===== config.mk =====
export PLATFORM = sky130hd
export DESIGN_NAME = multicycle_sequencer
export DESIGN_NICKNAME = d
export VERILOG_FILES = /design/src/rtl/multicycle_sequencer_pkg.sv /design/src/rtl/multicycle_sequencer_wait_timer.sv /design/src/rtl/multicycle_sequencer.sv
export SDC_FILE = /design/constraint.sdc
export NUM_CORES = 1
export LEC_CHECK = 0
export ABC_CLOCK_PERIOD_IN_PS = 3700
export CORE_MARGIN = 2
export CORE_UTILIZATION = 52
export CTS_BUF_LIST = sky130_fd_sc_hd__clkbuf_16
export DETAILED_ROUTE_END_ITERATION = 8
export GPL_ROUTABILITY_DRIVEN = 1
export HOLD_SLACK_MARGIN = 0.12
export PLACE_DENSITY_LB_ADDON = 0.12
export SYNTH_ARGS = -nofsm -noshare
export SYNTH_HDL_FRONTEND = slang
export SYNTH_HIERARCHICAL = 1
export SYNTH_SLANG_ARGS = --single-unit

===== constraint.sdc =====
create_clock -name clk -period 3.7 [get_ports clk]
set_input_delay 0.555 -clock clk [delete_from_list [all_inputs] [get_ports clk]]
set_output_delay 0.555 -clock clk [all_outputs]
set_load 0.05 [all_outputs]

===== src/rtl/multicycle_sequencer_pkg.sv =====
// Shared state encoding for the multicycle core sequencer.
package multicycle_sequencer_pkg;

   localparam int SEQ_STATE_WIDTH = 3;

   typedef enum logic [SEQ_STATE_WIDTH-1:0] {
      FETCH  = 3'd0,
      DECODE = 3'd1,
      EXEC   = 3'd2,
      MEM    = 3'd3,
      WB     = 3'd4,
      HALT   = 3'd5,
      ERROR  = 3'd6
   } seq_state_t;

endpackage


===== src/rtl/multicycle_sequencer_wait_timer.sv =====
// Counts unacknowledged memory-wait cycles; expired flags the last allowed wait cycle.
// TIMEOUT of 0 disables expiry entirely.
module multicycle_sequencer_wait_timer #(
   parameter int TIMEOUT = 64
) (
   input  logic clk,
   input  logic rst,
   input  logic clr,
   input  logic inc,
   output logic expired
);
   localparam int W = (TIMEOUT > 1) ? $clog2(TIMEOUT) : 1;

   logic [W-1:0] wait_cnt_q, wait_cnt_d;

   always_comb begin
      wait_cnt_d = wait_cnt_q;
      if (clr) begin
         wait_cnt_d = '0;
      end else if (inc) begin
         wait_cnt_d = wait_cnt_q + 1'b1;
      end
   end

   always_ff @(posedge clk or negedge rst) begin
      if (!rst) begin
         wait_cnt_q <= '0;
      end else begin
         wait_cnt_q <= wait_cnt_d;
      end
   end

   // An ack in the final wait cycle keeps inc low, so the ack wins over expiry.
   assign expired = (TIMEOUT != 0) && inc && (wait_cnt_q == W'(TIMEOUT - 1));

endmodule


===== src/rtl/multicycle_sequencer.sv =====
// Control FSM stepping each instruction through FETCH/DECODE/EXEC/MEM/WB, with halt and timeout stop.
// Strobes decode from state (irWr/pcIncWr/mdrWr also need the ack); memory requests hold until acked.
module multicycle_sequencer
   import multicycle_sequencer_pkg::*;
#(
   parameter int MEM_TIMEOUT = 64,
   parameter int CNT_WIDTH   = 32
) (
   input  logic                       clk,
   input  logic                       rst,
   input  logic                       isLoadInsn,
   input  logic                       isStoreInsn,
   input  logic                       isBranch,
   input  logic                       rfWrEnable,
   input  logic                       brTaken,
   input  logic                       halt,
   input  logic                       imemAck,
   input  logic                       dmemAck,
   output logic                       imemReq,
   output logic                       dmemReq,
   output logic                       dmemWrite,
   output logic                       irWr,
   output logic                       pcIncWr,
   output logic                       pcBrWr,
   output logic                       aluOutWr,
   output logic                       mdrWr,
   output logic                       rfWr,
   output logic                       wbSelMem,
   output logic [SEQ_STATE_WIDTH-1:0] state,
   output logic                       retire,
   output logic [CNT_WIDTH-1:0]       insnCount,
   output logic                       error
);
   seq_state_t           state_q, state_d;
   logic [CNT_WIDTH-1:0] insn_cnt_q, insn_cnt_d;
   logic                 retire_c;
   logic                 mem_op;
   logic                 wait_inc;
   logic                 wait_clr;
   logic                 timed_out;

   assign mem_op   = isLoadInsn | isStoreInsn;
   assign wait_inc = ((state_q == FETCH) && !imemAck) || ((state_q == MEM) && !dmemAck);
   assign wait_clr = (state_d != state_q);

   multicycle_sequencer_wait_timer #(
      .TIMEOUT (MEM_TIMEOUT)
   ) u_wait_timer (
      .clk     (clk),
      .rst     (rst),
      .clr     (wait_clr),
      .inc     (wait_inc),
      .expired (timed_out)
   );

   always_comb begin
      state_d  = state_q;
      retire_c = 1'b0;
      case (state_q)
         FETCH: begin
            if (imemAck) begin
               state_d = DECODE;
            end else if (timed_out) begin
               state_d = ERROR;
            end
         end
         DECODE: state_d = EXEC;
         EXEC: begin
            if (isBranch) begin
               retire_c = 1'b1;
            end else if (mem_op) begin
               state_d = MEM;
            end else if (rfWrEnable) begin
               state_d = WB;
            end else begin
               retire_c = 1'b1;
            end
         end
         MEM: begin
            if (dmemAck) begin
               if (isLoadInsn) begin
                  state_d = WB;
               end else begin
                  retire_c = 1'b1;
               end
            end else if (timed_out) begin
               state_d = ERROR;
            end
         end
         WB:      retire_c = 1'b1;
         HALT: begin
            if (!halt) begin
               state_d = FETCH;
            end
         end
         ERROR:   state_d = ERROR;
         default: state_d = ERROR;
      endcase
      // Every retire is the point where halt is allowed to stop fetching.
      if (retire_c) begin
         state_d = halt ? HALT : FETCH;
      end
   end

   always_comb begin
      insn_cnt_d = insn_cnt_q;
      if (retire_c) begin
         insn_cnt_d = insn_cnt_q + 1'b1;
      end
   end

   always_ff @(posedge clk or negedge rst) begin
      if (!rst) begin
         state_q    <= FETCH;
         insn_cnt_q <= '0;
      end else begin
         state_q    <= state_d;
         insn_cnt_q <= insn_cnt_d;
      end
   end

   // rst is active-low: while it is asserted every request and strobe is forced off.
   always_comb begin
      imemReq   = 1'b0;
      dmemReq   = 1'b0;
      dmemWrite = 1'b0;
      irWr      = 1'b0;
      pcIncWr   = 1'b0;
      pcBrWr    = 1'b0;
      aluOutWr  = 1'b0;
      mdrWr     = 1'b0;
      rfWr      = 1'b0;
      wbSelMem  = 1'b0;
      retire    = 1'b0;
      if (rst) begin
         case (state_q)
            FETCH: begin
               imemReq = 1'b1;
               irWr    = imemAck;
               pcIncWr = imemAck;
            end
            EXEC: begin
               aluOutWr = 1'b1;
               pcBrWr   = isBranch & brTaken;
            end
            MEM: begin
               dmemReq   = 1'b1;
               dmemWrite = isStoreInsn;
               mdrWr     = dmemAck & isLoadInsn;
            end
            WB: begin
               rfWr     = 1'b1;
               wbSelMem = isLoadInsn;
            end
            default: begin
            end
         endcase
         retire = retire_c;
      end
   end

   assign state     = state_q;
   assign insnCount = insn_cnt_q;
   assign error     = (state_q == ERROR);

endmodule


### After elaboration in Yosys (flattened, before gate mapping)

Index checks and enable logic that the tools add are counted.

* register bits after elaboration: 41
* output and inout port bits: 47
* bits of input ports: 10
* logic and storage cells: 62

* reduce and logical (&&, ||, !) cells: 8
* bitwise gates (word level): 3
* mux-type cells: 38
* $add $sub $neg: 2
* equal/unequal tests: 8

Operators by type and width (count)
* 32-bit by 1-bit adder with 32-bit output (second input constant): 1
* 3-bit two-way mux: 10
* 1-bit two-way mux: 24
* 3-bit case mux with 6 select lines: 1
* 6-bit two-way mux: 2
* 3-bit == test (second input constant): 3
* 6-bit by 1-bit adder with 6-bit output (second input constant): 1
* 3-bit by 2-bit == test with 1-bit output (second input constant): 2
* 6-bit == test (second input constant): 1
* 3-bit by 1-bit == test with 1-bit output (second input constant): 1
* 1-bit logical AND: 3
* 3-bit logical NOT: 1
* 3-bit != test: 1
* 1-bit case mux with 3 select lines: 1
* 1-bit AND: 2
* 1-bit logical NOT: 2
* 2-bit nonzero test: 1
* 1-bit logical OR: 1
* 1-bit bitwise OR: 1

### Depth between registers and ports, before layout

* depth after elaboration: 10
* gate-level depth with buffers: 13
* mapped depth without buffers: 11

### By module

The synthesis kept the hierarchy.

Modules (own cells, without submodules)
* multicycle_sequencer: cells each 189, instances 1, area an instance 1889.3 um^2, seq. area each 875.8 um^2
* multicycle_sequencer_wait_timer: cells each 28, instances 1, area an instance 290.3 um^2, seq. area each 150.1 um^2

### Worst setup path after synthesis

OpenSTA, ideal clock, no wires.

* path type: register to output
* start: reg state_q[0] (netlist: state[0])
* end: out pcIncWr
* path slack: 0.166 ns
* cell stages (with the launch flop): 7
* path buffers: 2
* arrival time: 2.979 ns
* required time: 3.145 ns
* path through: dfrtp_1 -> buf_2 -> clkinv_1 -> nand2_1 -> nor3_1 -> and2_1 -> buf_4

* longest elaborated chain between the ends: 3

Ends and longest elaborated chain
* start, declared: line multicycle_sequencer.sv:34 `seq_state_t state_q, state_d;`
* start signal, assigned: line multicycle_sequencer.sv:117 `state_q <= state_d;`
* 3-bit logical NOT
* 1-bit two-way mux (2 in a row)
* end, declared: line multicycle_sequencer.sv:23 `output logic pcIncWr,`

Every way passes these cells.

### Worst setup path in the final report

* start: in rst
* end: out pcIncWr

* longest elaborated chain between the ends: 1

Ends and longest elaborated chain
* start, declared: line multicycle_sequencer.sv:10 `input logic rst,`
* 1-bit two-way mux: line multicycle_sequencer.sv:135 `if (rst) begin`

Every way passes these cells.

==> summary.txt <==
Run status
  • Result of the run: completed

Finish
  • Final antenna diode count: 0
  • Register Area: ~1000 um^2
  • Post-layout net count: 289
  • Layout cell share with drive strength beyond 1: 0.0863
  • Area of the multi-input gates: 1080 um^2
  • Final core area utilization: 0.732
  • Fill cell total of the finished layout: 319
  • Relative area change from synthesis to final layout: 35.3%

Worst setup path
  • Setup Crit Path Kind: input port to primary output
  • Kind of end point of the critical path: primary output
  • Type of origin of the critical path: input port
  • Critical register-to-register path endpoint: u_wait_timer/wait_cnt_q[1]
  • Crit Path Max Fanout: 7
  • R2r worst-path depth: 12
  • Worst setup path endpoint: pcIncWr
  • Reg2Reg Launch Point: state[0]
  • CP Data Arrival Time: 2.56 ns
  • Setup slack of the worst register-to-register path: 0.77 ns
  • Required time at the worst-slack endpoint: approximately 3.1 ns
  • First element of the critical path: rst

Die
  • Std cell rows: 23
  • Core Region: 4030 um^2
  • Vertical extent of the die: 68.7 um
  • Number of primary I/O pins: 57
  • Floorplan die area: 4730 um^2
  • Overall die width: 68.7 um
  • Initial Utilization: 0.541

Flow run
  • Maxcap violations: 0

Power
  • Max rail drop VDD: 0.000354 V
  • Power per cell area: 644 nW/um^2
  • Static leakage: roughly 1.3 nW

Routing
  • Avg Vias per Cell: around 5.5
  • Number of vias in the routed layout: between 1,500 and 2,000
  • Wire length reported by the detailed router: 4850 um
  • Detailed-routing iteration count for the pre-antenna-repair pass: 4
  • Post-detailed-route DRC marker count: 0
  • Initial DRC Count: 114
  • Number of antenna-violating nets in the routed design: 0
  • Wire length per cell: 14.8 um

STA
  • Measured slew at the worst slew-check pin: 0.759 ns
  • Max Transition Viols Final: 0
  • Unrepaired setup endpoints after global routing: false
  • Setup Skew: 0.00613 ns
  • Total negative slack: 0 ns
  • Min Tclk post-route: ~3.1 ns
  • Max-slew headroom at the worst pin: 0.491
  • Final hold vios: 0
  • Final clock period utilization by the worst path: 0.841
  • Maximum operating frequency: about 0.32 GHz
  • Final Setup Violations: 0

Yosys
  • Flop and latch count out of synthesis: 41
  • Synth Area per Inst: 10.0 um^2
  • Number of distinct standard cells referenced by the synthesized netlist: 47
  • Yosys warns: 6
  • Combined area of all synthesized cells: 2180 um^2
  • Number of enable-type register cells in the synthesized netlist: 0
  • Synthesized netlist cell count: around 220
  • Sequential-to-total area share from yosys stat: 0.471
  • Synth Net Count: ~230
  • Ys flop type: dfrtp_1
  • Share of flip-flops with an asynchronous set or reset after synthesis: 1.00

Clocking
  • Source-to-sink clock delay at the later pin of the worst-skew pair: ~0.28 ns
  • Clk sink count: a little over 40
  • Number of clock buffers inserted by TritonCTS: 5
  • Clock root cell: clkbuf_16
  • CTS Buffer Depth: 2
  • Clock-pin slew on the worst setup and hold paths: 0.06 ns
  • CTS H-tree depth: 2
  • CTS tree: done
  • Post CTS Setup Buffer Count: 0

Global routing
  • Vias in the first global route: 1,678
  • Global router's overall resource usage: 0.225
  • Largest net degree at the start of global routing: 38
  • Global-route wire length before repair: 7780 um
  • Overall overflow remaining after global route: 0
  • Initial antenna violation count: 0

Min path
  • Hold-critical path depth: 1
  • Hold crit path type: flip-flop to flip-flop

Placed design
  • Input/output buffers: 56
  • DP Wirelength: 3410 um
  • Routability-driven placement congestion ratio: 0.867
metal layers:
metal,part of all wire,GRT usage,wire (um),vias to the layer above
met3,0.064,0.0487,311,7
met4,0.012,0.0662,59,0
met1,0.46,0.295,2240,858
li1,-,-,-,878
met5,0,0,0,-
met2,0.46,0.375,2250,62
flip-flops by register name (all words and copies together), names as in the netlist:
register                 flops
u_wait_timer/wait_cnt_q      6
state                        3
insnCount                   32
critical path: stages:
cell	delay, ns
dlygate4sd3_1	0.51
buf_2	0.19
nand2_1	0.11
nor3_1	0.18
and2_1	0.18
clkdlybuf4s50_1	0.81
final cells by class:
type,instances,area share
flip-flops and latches,41,0.348
multi-input cells,161,0.366
well taps,50,0.0212
repair buffers,59,0.196
inverters,9,0.0115
clock inverters,3,0.0148
clock buffers,5,0.0424
through the flow:
stage / worst slack, ns / power, mW / cell area (um^2) / std cells / hold WS (ns)
after global routing: 0.449 / 2.00 / 2950 / 328 / 0.508
after floorplan: 0.166 / 1.17 / 2180 / 217 / 0.259
after detailed placement: 0.481 / 1.41 / 2770 / 319 / 0.393
after CTS: 0.580 / 1.91 / 2950 / 328 / 0.480
after global placement: 0.610 / 1.40 / 2770 / 319 / 0.389
final: 0.589 / 1.90 / 2950 / 328 / 0.480
synthesized netlist by cell type, drive strengths merged, types with 4 or more instances:
| cell | count | area [um^2] |
|---|---|---|
| a21oi | 7 | 35.0 |
| and3 | 10 | 63.8 |
| buf | 5 | 36.3 |
| dfrtp | 41 | 1030 |
| inv | 8 | 30.0 |
| nand2 | 13 | 51.3 |
| nand3 | 13 | 70.1 |
| nand4 | 11 | 75.1 |
| nor2 | 22 | 82.6 |
| nor3 | 11 | 66.3 |
| o21ai | 4 | 20.0 |
| xnor2 | 21 | 184 |
| xor2 | 14 | 123 |
worst min path at each step:
stage | startpoint | end | slack [ns]
after CTS | insnCount[31] | insnCount[31] | 0.48
after global routing | insnCount[31] | insnCount[31] | 0.51
after floorplan | rst | insnCount[0] | 0.26
final | insnCount[31] | insnCount[31] | 0.48
after detailed placement | rst | state[1] | 0.39
after global placement | rst | state[1] | 0.39
cells by family (layout without fill, tap and decap cells):
kind of cell | count (synthesis) | in the layout | synth area share
fa+ha+maj | 2 | 2 | 0.0115
buf+inv | 15 | 76 | 0.0339
flops | 41 | 41 | 0.471
compound gates | 24 | 24 | 0.0804
mux | 5 | 5 | 0.0241
simple gates | 95 | 95 | 0.239
xor+xnor | 35 | 35 | 0.141
where the power goes:
part	switching [mW]	internal, mW	leakage [nW]	total [mW]
sequential	0.106	0.504	0.536	0.610
clock	0.177	0.319	0.0842	0.496
combinational	0.511	0.283	0.680	0.794
placed cells by master, fill, tap and decap left out, drive strengths merged, types with 2 or more instances in the layout:
cell type / n
a21oi: 7
and2: 3
and3: 10
buf: 4
clkbuf: 5
clkdlybuf4s50: 54
clkinv: 2
dfrtp: 41
ha: 2
inv: 9
mux2: 2
mux2i: 3
nand2: 13
nand2b: 3
nand3: 13
nand4: 11
nor2: 22
nor2b: 2
nor3: 11
nor4: 2
o21ai: 4
or3: 2
or4: 2
xnor2: 21
xor2: 14
what timing repair did:
action | in CTS | in global routing
gates resized for setup | 0 | 0
hold endpoints to repair | 4 | 0
hold buffers | 1 | 0
(Power assumes the default switching activity.)
